File: src/rtl/cpu_bus_pkg.sv
// Shared widths and default timing constants for the CPU bus / interrupt /
// clock-enable glue block.
package cpu_bus_pkg;

  localparam int ADDR_W          = 16;
  localparam int DATA_W          = 8;
  localparam int DEF_CLK_DIV     = 12;
  localparam int DEF_RST_HOLD    = 8;
  localparam int DEF_SYNC_STAGES = 2;

  // Counter width able to hold 0..n-1, never narrower than one bit.
  function automatic int cnt_bits(input int n);
    return (n < 2) ? 1 : $clog2(n);
  endfunction

endpackage

File: src/rtl/int_sync.sv
// Multi-flop synchronizer for an active-low asynchronous interrupt source,
// with an optional one-cycle falling-edge pulse on the synchronized level.
module int_sync #(
  parameter int STAGES  = 2,
  parameter bit EDGE_EN = 1'b1
) (
  input  logic clk,
  input  logic rst_n,
  input  logic d,
  output logic q,
  output logic fall
);

  logic [STAGES-1:0] stage_p;

  // Shift the raw input through the chain; idle (deasserted) level is 1.
  always_ff @(posedge clk or negedge rst_n) begin
    if (!rst_n) begin
      stage_p <= '1;
    end else begin
      stage_p <= {stage_p[STAGES-2:0], d};
    end
  end

  assign q = stage_p[STAGES-1];

  generate
    if (EDGE_EN) begin : g_edge
      logic q_p;

      // Remember the previous synchronized level for edge detection.
      always_ff @(posedge clk or negedge rst_n) begin
        if (!rst_n) begin
          q_p <= 1'b1;
        end else begin
          q_p <= q;
        end
      end

      assign fall = q_p & ~q;
    end else begin : g_noedge
      assign fall = 1'b0;
    end
  endgenerate

endmodule

File: src/rtl/cpu_bus_int_clkgen.sv
// Glue between the 6502 core and its bus: CPU clock-enable divider, reset
// stretcher, NMI/IRQ conditioning and RAM steering with a read-data hold.
// Optional build macro CPU_CYCLE_CNT_EN adds o_CYCLE_CNT, a 32-bit count of
// CE pulses seen while the CPU is out of reset.
module cpu_bus_int_clkgen
  import cpu_bus_pkg::*;
#(
  parameter int CLK_DIV     = DEF_CLK_DIV,
  parameter int RST_HOLD    = DEF_RST_HOLD,
  parameter int SYNC_STAGES = DEF_SYNC_STAGES
) (
  input  logic              i_CLK,
  input  logic              i_RST_N,
  output logic              o_CPU_CE,
  output logic              o_CPU_RST_N,
  input  logic              i_NMI_SRC_N,
  input  logic              i_IRQ_SRC_N,
  output logic              o_NMI_N,
  output logic              o_IRQ_N,
  input  logic [ADDR_W-1:0] i_CPU_ADDR,
  input  logic [DATA_W-1:0] i_CPU_DATA,
  input  logic              i_CPU_R_WN,
  output logic [DATA_W-1:0] o_CPU_DATA,
  output logic [ADDR_W-1:0] o_MEM_ADDR,
  output logic [DATA_W-1:0] o_MEM_DATA,
  output logic              o_MEM_W_N,
  input  logic [DATA_W-1:0] i_MEM_Q
`ifdef CPU_CYCLE_CNT_EN
  ,
  output logic [31:0]       o_CYCLE_CNT
`endif
);

  localparam int CNT_W  = cnt_bits(CLK_DIV);
  localparam int HOLD_W = cnt_bits(RST_HOLD);

  logic              rel;
  logic [CNT_W-1:0]  div_cnt;
  logic [HOLD_W-1:0] hold_cnt;
  logic              ce_load;
  logic              nmi_lvl;
  logic              nmi_fall;
  logic              nmi_pend;
  logic              irq_lvl;
  logic              irq_fall_unused;

  // ce_load is true on the edge that raises o_CPU_CE; every "at CE" update
  // is taken on that same edge so it lines up with the visible CE cycle.
  assign ce_load = rel && (div_cnt == CNT_W'(CLK_DIV - 2));

  // Divider: the first edge after reset release only arms the counter.
  always_ff @(posedge i_CLK or negedge i_RST_N) begin
    if (!i_RST_N) begin
      rel      <= 1'b0;
      div_cnt  <= '0;
      o_CPU_CE <= 1'b0;
    end else begin
      rel <= 1'b1;
      if (rel) begin
        div_cnt <= (div_cnt == CNT_W'(CLK_DIV - 1)) ? '0 : div_cnt + CNT_W'(1);
      end
      o_CPU_CE <= ce_load;
    end
  end

  // Reset stretcher: release the CPU on the RST_HOLD-th CE pulse.
  always_ff @(posedge i_CLK or negedge i_RST_N) begin
    if (!i_RST_N) begin
      hold_cnt    <= '0;
      o_CPU_RST_N <= 1'b0;
    end else if (ce_load && !o_CPU_RST_N) begin
      if (hold_cnt == HOLD_W'(RST_HOLD - 1)) begin
        o_CPU_RST_N <= 1'b1;
      end else begin
        hold_cnt <= hold_cnt + HOLD_W'(1);
      end
    end
  end

  int_sync #(
    .STAGES  (SYNC_STAGES),
    .EDGE_EN (1'b1)
  ) u_nmi_sync (
    .clk   (i_CLK),
    .rst_n (i_RST_N),
    .d     (i_NMI_SRC_N),
    .q     (nmi_lvl),
    .fall  (nmi_fall)
  );

  int_sync #(
    .STAGES  (SYNC_STAGES),
    .EDGE_EN (1'b0)
  ) u_irq_sync (
    .clk   (i_CLK),
    .rst_n (i_RST_N),
    .d     (i_IRQ_SRC_N),
    .q     (irq_lvl),
    .fall  (irq_fall_unused)
  );

  // Interrupt outputs change only at CE; a fresh NMI edge beats the clear.
  always_ff @(posedge i_CLK or negedge i_RST_N) begin
    if (!i_RST_N) begin
      o_NMI_N  <= 1'b1;
      o_IRQ_N  <= 1'b1;
      nmi_pend <= 1'b0;
    end else if (!o_CPU_RST_N) begin
      o_NMI_N  <= 1'b1;
      o_IRQ_N  <= 1'b1;
      nmi_pend <= 1'b0;
    end else begin
      if (ce_load) begin
        o_NMI_N <= nmi_lvl & ~nmi_pend;
        o_IRQ_N <= irq_lvl;
      end
      if (nmi_fall) begin
        nmi_pend <= 1'b1;
      end else if (ce_load) begin
        nmi_pend <= 1'b0;
      end
    end
  end

  // Capture RAM read data one cycle before CE so it is steady during CE.
  always_ff @(posedge i_CLK or negedge i_RST_N) begin
    if (!i_RST_N) begin
      o_CPU_DATA <= '0;
    end else if (ce_load) begin
      o_CPU_DATA <= i_MEM_Q;
    end
  end

  assign o_MEM_ADDR = i_CPU_ADDR;
  assign o_MEM_DATA = i_CPU_DATA;
  assign o_MEM_W_N  = ~(~i_CPU_R_WN & o_CPU_CE & o_CPU_RST_N);

`ifdef CPU_CYCLE_CNT_EN
  // Free-running count of CPU cycles executed out of reset.
  always_ff @(posedge i_CLK or negedge i_RST_N) begin
    if (!i_RST_N) begin
      o_CYCLE_CNT <= '0;
    end else if (o_CPU_CE && o_CPU_RST_N) begin
      o_CYCLE_CNT <= o_CYCLE_CNT + 32'd1;
    end
  end
`endif

endmodule

File: config.mk
export PLATFORM = sky130hd
export DESIGN_NAME = cpu_bus_int_clkgen
export DESIGN_NICKNAME = d
export VERILOG_FILES = /design/src/rtl/cpu_bus_pkg.sv /design/src/rtl/int_sync.sv /design/src/rtl/cpu_bus_int_clkgen.sv
export SDC_FILE = /design/constraint.sdc
export NUM_CORES = 1
export LEC_CHECK = 0
export BUFFER_PORTS_ARGS = -buffer_cell sky130_fd_sc_hd__buf_4
export CORE_ASPECT_RATIO = 2
export CORE_MARGIN = 2
export CORE_UTILIZATION = 42
export DETAILED_ROUTE_END_ITERATION = 8
export MAX_ROUTING_LAYER = met4
export PLACE_DENSITY = 0.82
export SETUP_SLACK_MARGIN = 0.3
export SLEW_MARGIN = 10
export SYNTH_ARGS = -nofsm -noshare
export SYNTH_HDL_FRONTEND = slang
export SYNTH_SLANG_ARGS = --single-unit
File: constraint.sdc
create_clock -name i_CLK -period 1.95 [get_ports i_CLK]
set_clock_uncertainty 0.1 [all_clocks]
set_input_delay 0.4875 -clock i_CLK [delete_from_list [all_inputs] [get_ports i_CLK]]
set_output_delay 0.4875 -clock i_CLK [all_outputs]
set_load 0.05 [all_outputs]
==> results.yml, run 1 <==
global_route:
  grt_antenna_before_repair: 0
  grt_first_pass_wirelength_um: 3260
  grt_pass1_vias: 741
  grt_max_degree: 27
  globalRouteOverflowTotal: 0
  grtUsageTotal_pct: 13.1
layout:
  antenna_cells_inserted: 0
  fin_util_pct: 50.4
  flow.area_growth_from_synthesis_pct: 14.2
  final_layout_size_suffix_gt1_share_pct: 61.5
  final_cells: 133
  design.final.nets: 146
timing:
  timing.final.hold_violations: 0
  fin_tns_setup_ps: 0
  fmax_mhz: 603
  drv_slew: 0
  grt_setup_unrepaired: "yes"
  fin_crit_ps: 1660
  timing.final.crit_share_pct: 85.0
  total_of_endpoints_with_negative_setup_slack_in_the_final_report: 0
pwr:
  switching_power_uw: 789
  power.density_nw_per_um2: 1490
  power_frac_comb_pct: 43.2
  power.static_leakage_nw: 0.673
  p_sw_share_pct: 38.3
  p_seq_share_pct: 40.2
  worst_ir_drop_on_vdd_mv: 0.651
  p_int_mw: 1.27
  p_clk_share_pct: 16.6
logic_synthesis:
  cell_type_with_the_highest_aggregate_area_in_the_netlist: "sky130_fd_sc_hd__dfrtp_1"
  synth_sequential_area_ratio_pct: 54.6
  mappedNetlistArea_um2: 1210
  synth_fp_nets: 134
  most_numerous_cell_in_the_yosys_netlist: "sky130_fd_sc_hd__buf_4"
  synth_area_leaders: "sky130_fd_sc_hd__dfrtp_1 (39%), sky130_fd_sc_hd__dfstp_2 (15%), sky130_fd_sc_hd__buf_4 (15%)"
  synthArstFlopShare_pct: 100
  warning_count_from_the_yosys_run: 0
  synth_edf_count: 0
  synth_flop_cell: "sky130_fd_sc_hd__dfrtp_1"
  synth.ff_latch_count: 26
  synth.avg_cell_area_um2: 13.0
  syn_inst: 93
  synth_top_area_share_pct: 39.4
  synth.top_cells.by_count: "sky130_fd_sc_hd__buf_4 (24), sky130_fd_sc_hd__dfrtp_1 (19), sky130_fd_sc_hd__mux2_2 (9), sky130_fd_sc_hd__dfstp_2 (7), sky130_fd_sc_hd__ha_1 (4)"
  yosys.cell_types.count: 25
worst_setup_path:
  arrival_ps: 1710
  timing.critical_path.slowest_cell_delay_ps: 410
  required_time_of_the_critical_path_ps: 2010
  cp_cell_sequence: "inv_2 -> ha_4 -> nand4b_4 -> or3_4 -> mux2_4"
  worstRegToRegCells: 5
  slowest_stage: "sky130_fd_sc_hd__dfrtp_1"
  kind_of_launch_point_of_the_worst_setup_path: "flip-flop"
  worstSetupEndpointType: "flip-flop"
  path_class: "reg2reg"
  worstPathMaxFanout: 3
detailed_routing:
  vias_per_cell: 5.18
  vias: 689
  drt_pass1_iterations: 2
  remaining_routing_drc_violations: 0
  wire_per_inst_um: 14.8
  route.final.wire_length_um: 1970
  first_iter_violations: 5
  drtAntennaViolNets: 0
clock_network:
  htreeDepth: 1
  clk_transition_reported_paths_ps: 90
  tritoncts_clock_tree: "yes"
  cts_root_buffer: "sky130_fd_sc_hd__clkbuf_8"
  worst_skew_pair.late_latency_ps: 260
  cts_buffers: 3
  clock-sinks: 26
  cts_buffer_depth: 2
  ctsHoldBuffers: 0
placed_design:
  detailed_place_hpwl_um: 1440
  dp_cells: 123
  portBuffers: 25
  gp_congestion: 0.858
floorplanning:
  core.rowCount: 27
  initial_utilization_pct: 44.1
  chipHeight_um: 79.8
  pin_count: 74
  chipWidth_um: 41.9
  design.die.area_um2: 3350
  core_region_area_um2: 2740
outcome:
  status: "completed"
hold_path:
  hold_path_class: "in2async"
flow_run:
  max-cap-violations: 0
## cell type report
class | instances | area [um2]
Multi-Input combinational cell | 39 | 369
Fill cell | 241 | 1360
Inverter | 3 | 11.3
Clock buffer | 4 | 55.1
Tap cell | 29 | 36.3
Sequential cell | 26 | 663
Timing Repair Buffer | 32 | 244
## critical path: cells and delay by family, from the launching register on
kind | cells | cell delay, ps
flip-flops | 1 | 410
adder cells (fa/ha/maj) | 1 | 140
AND/OR/NAND/NOR | 2 | 510
multiplexers | 1 | 310
buffers and inverters | 1 | 90
## registers in the layout, summed over array words and instances (netlist names)
register / count
o_CPU_RST_N: 1
o_IRQ_N: 1
u_nmi_sync.g_edge.q_p: 1
div_cnt: 4
nmi_pend: 1
u_nmi_sync.stage_p: 2
rel: 1
o_CPU_CE: 1
u_irq_sync.stage_p: 2
o_CPU_DATA: 8
o_NMI_N: 1
hold_cnt: 3
## metal layers
| metal | up-vias | part of all wire, % | GRT usage [%] | wire length (um) |
|---|---|---|---|---|
| met3 | 16 | 8.9 | 4.07 | 175 |
| met2 | 34 | 51 | 22.2 | 1010 |
| met1 | 330 | 35 | 12.3 | 680 |
| li1 | 309 | - | - | - |
| met4 | 0 | 5.1 | 9.03 | 101 |
| met5 | - | 0 | - | 0 |
## stage by stage
stage / power [mW] / cell area, um2 / setup slack (ps) / hold WS, ps
6_report: 2.06 / 1380 / 293 / 6.44
5_1_grt: 2.17 / 1380 / 249 / 16.3
4_1_cts: 2.03 / 1350 / 282 / 15.4
3_5_place_dp: 1.66 / 1270 / 257 / 247
3_3_place_gp: 1.62 / 1270 / 313 / 246
2_1_floorplan: 1.54 / 1220 / 296 / 91.9
## power by group through the flow
stage / logic, mW / registers, mW / clock network [mW]
2_1_floorplan: 0.412 / 1.13 / 0
3_3_place_gp: 0.799 / 0.821 / 0
3_5_place_dp: 0.827 / 0.837 / 0
4_1_cts: 0.859 / 0.825 / 0.347
5_1_grt: 0.947 / 0.852 / 0.375
6_report: 0.891 / 0.828 / 0.342
## final timing paths
path	endpoint	slack (ps)	start
hold / removal	o_CPU_DATA[6]	6	i_RST_N
max in group asynchronous	o_NMI_N	1460	i_RST_N
min in group i_CLK	u_nmi_sync.stage_p[0]	220	i_NMI_SRC_N
hold reg to reg	u_irq_sync.stage_p[1]	260	u_irq_sync.stage_p[0]
setup reg to reg	hold_cnt[2]	290	div_cnt[0]
setup / recovery	hold_cnt[2]	290	div_cnt[0]
## repair_timing
action	4_1_cts	5_1_grt
gates cloned	0	0
buffers inserted	2	4
pin swaps	1	1
endpoints found under the setup margin	2	3
gates resized for setup	3	1
## cells in the final DEF (no fill, tap or decap), types with 3 or more instances in the layout
cell	n
sky130_fd_sc_hd__buf_4	31
sky130_fd_sc_hd__dfrtp_2	3
sky130_fd_sc_hd__mux2_2	9
sky130_fd_sc_hd__clkbuf_8	4
sky130_fd_sc_hd__dfrtp_1	16
sky130_fd_sc_hd__dfstp_2	7
sky130_fd_sc_hd__nand2_1	3
sky130_fd_sc_hd__o21ai_0	3
## logic make-up (layout without fill, tap and decap cells)
logic type / Yosys count / after routing / synth area share (%)
AOI/OAI and AO/OA: 9 / 9 / 5.18
xor gates and xnor gates: 1 / 1 / 0.726
adders and majority gates: 4 / 4 / 4.15
buffers and inverters: 28 / 39 / 16.3
DFF: 26 / 26 / 54.6
muxes: 12 / 12 / 11.7
other: 1 / 1 / 0.311
and+or+nand+nor: 12 / 12 / 7.05
Note: power is estimated with default switching activity, not from simulation.
==> run 2, diff against run 1 <==
==> constraint.sdc (replaced) <==
create_clock -name i_CLK -period 1.7 [get_ports i_CLK]
set_clock_uncertainty 0.1 [all_clocks]
set_input_delay 0.425 -clock i_CLK [delete_from_list [all_inputs] [get_ports i_CLK]]
set_output_delay 0.425 -clock i_CLK [all_outputs]
set_load 0.05 [all_outputs]
==> run 2 against run 1 <==
Global-route usage is 0.15 points higher. Design area up 12%. Clock-buffer cell count did not move. Via count increased by 4.1%. Register-to-register slack worse by 250 ps. Final cell count rose by 4.5%. Die area stayed put.
==> results.yml, run 2 (same netlist as run 1, synthesis figures left out) <==
outcome:
  status: "completed"
worst_setup_path:
  worstSetupEndpointType: "flip-flop"
  regToRegSetupSlack_ps: 50
  slowest_stage: "sky130_fd_sc_hd__or3_4"
  timing.rr.end: "hold_cnt[2]"
  critPathTopFamily: "simple AND/OR/NAND/NOR gates"
  kind_of_launch_point_of_the_worst_setup_path: "flip-flop"
  worstRegToRegCells: 5
  worstReg2RegStart: "div_cnt[0]"
  cp_cell_sequence: "inv_2 -> ha_4 -> nand4b_4 -> or3_4 -> mux2_4"
  required_time_of_the_critical_path_ps: 1760
  critical_path.n_buffers_inverters: 1
  path_class: "reg2reg"
  worstPathMaxFanout: 3
  arrival_ps: 1710
  worst-path-stages: 5
  timing.critical_path.slowest_cell_delay_ps: 410
floorplanning:
  pin_count: 74
  design.die.area_um2: 3350
  core.rowCount: 27
  chipHeight_um: 79.8
  initial_utilization_pct: 44.1
  core_region_area_um2: 2740
  chipWidth_um: 41.9
pwr:
  power.density_nw_per_um2: 1640
  power.static_leakage_nw: 0.740
  worst_ir_drop_on_vdd_mv: 0.860
global_route:
  grt_first_pass_wirelength_um: 3280
  met3_usage_pct: 3.39
  grtUsageTotal_pct: 13.2
  global_route.usage.met2_pct: 22.7
  grt_antenna_before_repair: 0
  gr-max-usage-layer: "met2"
  grt_util_met1_pct: 12.3
  globalRouteOverflowTotal: 0
  grt_pass1_vias: 758
  grt_max_degree: 27
placed_design:
  detailed_place_hpwl_um: 1380
  dp_cells: 126
  portBuffers: 25
  dp_worst_setup_slack_ps: 8.77
  gp_congestion: 0.684
hold_path:
  worstHoldStart: "i_NMI_SRC_N"
  hold-path-endpoint: "u_nmi_sync.stage_p[0]"
  hold_path_class: "in2reg"
  holdPathStages: 1
clock_network:
  clk_transition_reported_paths_ps: 80
  tritoncts_clock_tree: "yes"
  clock-sinks: 26
  htreeDepth: 1
  cts_buffer_depth: 2
  cts_root_buffer: "sky130_fd_sc_hd__clkbuf_8"
  cts_buffers: 3
  worst_skew_pair.late_latency_ps: 270
layout:
  antenna_cells_inserted: 0
  design.final.nets: 152
  largest_reg_flops: 8
  final_layout_size_suffix_gt1_share_pct: 65.5
  filler_cell_count: 223
  area_of_all_sequential_standard_cells_um2: 661
  multi_input_comb_area_um2: 428
  final_cells: 139
  max_flop_register: "o_CPU_DATA"
  final_common_cell: "sky130_fd_sc_hd__buf_4"
  largest_registers: "o_CPU_DATA x8, div_cnt x4, hold_cnt x3"
  flow.area_growth_from_synthesis_pct: 27.9
  final_cell_mix: "sky130_fd_sc_hd__buf_4 (24), sky130_fd_sc_hd__dfrtp_1 (18), sky130_fd_sc_hd__buf_6 (10)"
detailed_routing:
  wire_per_inst_um: 14.9
  drtAntennaViolNets: 0
  remaining_routing_drc_violations: 0
  route.final.wire_length_um: 2070
  vias: 717
  first_iter_violations: 2
  drt_pass1_iterations: 2
  vias_per_cell: 5.16
flow_run:
  max-cap-violations: 0
timing:
  timing.final.hold_violations: 0
  finalHoldWorstSlack_ps: 157
  fin_crit_ps: 1650
  grt_setup_unrepaired: "yes"
  post-route-worst-setup-slack_ps: 47.5
  timing.final.crit_share_pct: 97.2
  total_of_endpoints_with_negative_setup_slack_in_the_final_report: 0
  drv_slew: 0
  fmax_mhz: 605
  fin_tns_setup_ps: 0
[run 2: cell type report]
class	instances	area share, %
multi-input combinational	39	27.7
sequential	26	42.8
tap	29	2.35
clock buffer	4	3.57
timing repair buffer	38	22.9
inverter	3	0.729
[run 2: timing repair]
action / 4_1_cts / 5_1_grt
hold buffers: 1 / 0
resized for setup: 11 / 18
pin swaps: 2 / 2
setup buffers: 4 / 4
endpoints found under the setup margin: 16 / 27
endpoints found under the hold margin: 19 / 0
[run 2: power breakdown]
group          switching, mW  internal (mW)  total, mW
registers              0.146          0.803      0.949
logic                  0.621          0.569       1.19
clock network          0.181          0.207      0.388
[run 2: per-layer routing]
layer | part of all wire, % | vias up
met5 | 0 | -
met2 | 54 | 31
met4 | 4.1 | 0
met1 | 36 | 352
li1 | - | 320
met3 | 5.6 | 14
[run 2: how the worst max path moves through the flow]
stage                  endpoint         from  slack (ps)
finish              hold_cnt[2]   div_cnt[0]          50
global route        hold_cnt[1]   div_cnt[0]          10
CTS                 hold_cnt[1]  hold_cnt[1]          40
detailed placement  hold_cnt[2]  hold_cnt[0]           9
global placement    hold_cnt[1]  hold_cnt[0]          70
floorplan           hold_cnt[1]   div_cnt[0]          50
[run 2: stage by stage]
| stage | power (mW) | utilization, % | cell area (um2) |
|---|---|---|---|
| floorplan | 1.76 | - | 1220 |
| global placement | 1.88 | 47.1 | 1290 |
| detailed placement | 1.93 | 47.1 | 1290 |
| CTS | 2.39 | 52.3 | 1430 |
| global route | 2.68 | 56.4 | 1540 |
| finish | 2.53 | 56.4 | 1540 |
==> run 3, diff against run 2 <==
--- a/config.mk
+++ b/config.mk
@@ -5,13 +5,14 @@
 export SDC_FILE = /design/constraint.sdc
 export NUM_CORES = 1
 export LEC_CHECK = 0
+export ABC_AREA = 1
 export BUFFER_PORTS_ARGS = -buffer_cell sky130_fd_sc_hd__buf_4
 export CORE_ASPECT_RATIO = 2
 export CORE_MARGIN = 2
-export CORE_UTILIZATION = 42
+export CORE_UTILIZATION = 43
 export DETAILED_ROUTE_END_ITERATION = 8
 export MAX_ROUTING_LAYER = met4
-export PLACE_DENSITY = 0.82
+export PLACE_DENSITY = 0.79
 export SETUP_SLACK_MARGIN = 0.3
 export SLEW_MARGIN = 10
 export SYNTH_ARGS = -nofsm -noshare
==> run 3 against run 2 <==
Routed wire length grew 13%. Synthesized cell count increased by 48%. Largest cell class unchanged. Sequential power is 2% higher. Design area down 1.4%.
==> results.yml, run 3 <==
logic_synthesis:
  synth.avg_cell_area_um2: 9.16
  synth_flop_cell: "sky130_fd_sc_hd__dfrtp_1"
  most_numerous_cell_in_the_yosys_netlist: "sky130_fd_sc_hd__nand2_1"
  syn_inst: 138
  synth.ff_latch_count: 26
  synth_fp_nets: 179
  synth.top_cells.by_count: "sky130_fd_sc_hd__nand2_1 (47), sky130_fd_sc_hd__buf_4 (25), sky130_fd_sc_hd__dfrtp_1 (19), sky130_fd_sc_hd__inv_1 (8), sky130_fd_sc_hd__nor2_1 (8)"
  mappedNetlistArea_um2: 1260
  yosys.cell_types.count: 18
  synth_edf_count: 0
  warning_count_from_the_yosys_run: 0
  synthArstFlopShare_pct: 100
  synth_area_leaders: "sky130_fd_sc_hd__dfrtp_1 (38%), sky130_fd_sc_hd__buf_4 (15%), sky130_fd_sc_hd__dfstp_2 (15%)"
  synth_top_area_share_pct: 37.6
  cell_type_with_the_highest_aggregate_area_in_the_netlist: "sky130_fd_sc_hd__dfrtp_1"
  synth_sequential_area_ratio_pct: 52.2
floorplanning:
  initial_utilization_pct: 45.6
  core_region_area_um2: 2770
  chipWidth_um: 42.3
  core.rowCount: 27
  design.die.area_um2: 3410
  chipHeight_um: 80.7
  pin_count: 74
clock_network:
  cts_buffer_depth: 2
  cts_root_buffer: "sky130_fd_sc_hd__clkbuf_8"
  clk_transition_reported_paths_ps: 80
  tritoncts_clock_tree: "yes"
  worst_skew_pair.late_latency_ps: 270
  cts_buffers: 3
  htreeDepth: 1
  clock-sinks: 26
detailed_routing:
  drtAntennaViolNets: 0
  first_iter_violations: 13
  drt_pass1_iterations: 4
  vias_per_cell: 4.95
  route.final.wire_length_um: 2330
  wire_per_inst_um: 13.0
  remaining_routing_drc_violations: 0
  vias: 891
global_route:
  grt_antenna_before_repair: 0
  globalRouteOverflowTotal: 0
  grt_pass1_vias: 918
  grt_first_pass_wirelength_um: 3730
  grtUsageTotal_pct: 14.8
  grt_max_degree: 27
layout:
  max_flop_register: "o_CPU_DATA"
  antenna_cells_inserted: 0
  final_cell_mix: "sky130_fd_sc_hd__nand2_1 (44), sky130_fd_sc_hd__buf_4 (25), sky130_fd_sc_hd__dfrtp_1 (18)"
  largest_reg_flops: 8
  final_common_cell: "sky130_fd_sc_hd__nand2_1"
  final_layout_size_suffix_gt1_share_pct: 38.4
  fin_util_pct: 55.0
  multi_input_comb_area_um2: 389
  filler_cell_count: 248
  area_of_all_sequential_standard_cells_um2: 661
  design.final.nets: 193
  flow.area_growth_from_synthesis_pct: 20.5
  largest_registers: "o_CPU_DATA x8, div_cnt x4, hold_cnt x3"
worst_setup_path:
  timing.critical_path.slowest_cell_delay_ps: 430
  worstPathMaxFanout: 2
  arrival_ps: 980
  critical_path.n_buffers_inverters: 2
  timing.rr.end: "o_CPU_DATA[4]"
  critPathTopFamily: "flip-flops"
  path_class: "reg2out"
  required_time_of_the_critical_path_ps: 1170
  cp_cell_sequence: "buf_4 -> buf_6"
  regToRegSetupSlack_ps: 360
  slowest_stage: "sky130_fd_sc_hd__dfrtp_2"
  worstSetupEndpointType: "output port"
  worstReg2RegStart: "div_cnt[0]"
  worstRegToRegCells: 7
  kind_of_launch_point_of_the_worst_setup_path: "flip-flop"
pwr:
  power.density_nw_per_um2: 1680
  worst_ir_drop_on_vdd_mv: 0.870
  power.static_leakage_nw: 0.818
timing:
  grt_setup_unrepaired: "yes"
  timing.final.hold_violations: 0
  fmax_mhz: 666
  drv_slew: 0
  fin_tns_setup_ps: 0
  timing.final.crit_share_pct: 88.4
  post-route-worst-setup-slack_ps: 198
  fin_crit_ps: 1500
  total_of_endpoints_with_negative_setup_slack_in_the_final_report: 0
flow_run:
  max-cap-violations: 0
hold_path:
  holdPathStages: 1
  worstHoldStart: "i_IRQ_SRC_N"
  hold_path_class: "in2reg"
  hold-path-endpoint: "u_irq_sync.stage_p[0]"
placed_design:
  dp_worst_setup_slack_ps: 168
  gp_congestion: 0.718
  portBuffers: 25
  detailed_place_hpwl_um: 1680
outcome:
  status: "completed"
[run 3: changes by cell type in the layout (fill, tap and decap cells not counted), sizes merged, moves of 2 or more]
| cell | before | now |
|---|---|---|
| a21oi | 1 | 3 |
| nand3 | 2 | 6 |
| nand2 | 3 | 48 |
| nand3b | 2 | 0 |
| inv | 3 | 8 |
| mux2 | 11 | 0 |
| nor2 | 2 | 9 |
[run 3: kinds of logic after synthesis]
kind of cell | share of synthesized area [%]
adder cells (fa/ha/maj) | 3.96
buffers and inverters | 19.4
other | 0.297
AND/OR/NAND/NOR | 21.5
flip-flops | 52.2
XOR/XNOR | 0.693
AO/OA/AOI/OAI | 1.98
[run 3: what timing repair did]
action                                 in CTS  in global routing
setup endpoints to repair                  20                 24
gates resized for setup                    11                  8
pin swaps                                   3                  1
endpoints found under the hold margin      19                  0
setup buffers                               8                  3
hold buffers                                1                  0
cloned                                      0                  0
[run 3: area by class of cell]
cell class / count / share of cell area (%)
sequential: 26 / 43.4
timing repair buffer: 37 / 21.9
clock buffer: 3 / 2.71
inverter: 8 / 2.14
clock inverter: 1 / 1.97
multi-input combinational: 76 / 25.6
tap: 29 / 2.38
[run 3: power breakdown]
group | internal [mW] | total, mW | switching, mW
logic | 0.414 | 1.09 | 0.679
clock network | 0.315 | 0.499 | 0.184
registers | 0.816 | 0.965 | 0.150
total | 1.54 | 2.56 | 1.01
[run 3: worst max path at each step]
stage                     start  slack, ps  cells past startpoint           to
floorplan           o_CPU_RST_N        240                      4    o_MEM_W_N
global route        o_CPU_RST_N        140                      4    o_MEM_W_N
detailed placement   div_cnt[0]        170                      7  hold_cnt[0]
CTS                 o_CPU_RST_N        180                      2  o_CPU_RST_N
finish              o_CPU_RST_N        200                      2  o_CPU_RST_N
global placement     div_cnt[0]        230                      7  hold_cnt[2]
[run 3: metrics by stage]
step / hold slack [ps] / total power, mW / instances / cell area [um2]
final: 160 / 2.56 / 180 / 1520
after global routing: 145 / 2.72 / 180 / 1520
after CTS: 153 / 2.47 / 177 / 1470
after detailed placement: 247 / 1.93 / 164 / 1290
after global placement: 242 / 1.89 / 164 / 1290
after floorplan: 29.4 / 1.79 / 138 / 1290
[run 3: per-layer routing]
metal / part of all wire, % / GRT usage, %
met1: 31 / 12.4
met2: 60 / 28.8
met3: 4.3 / 1.57
met4: 4.5 / 10.0
met5: 0 / -
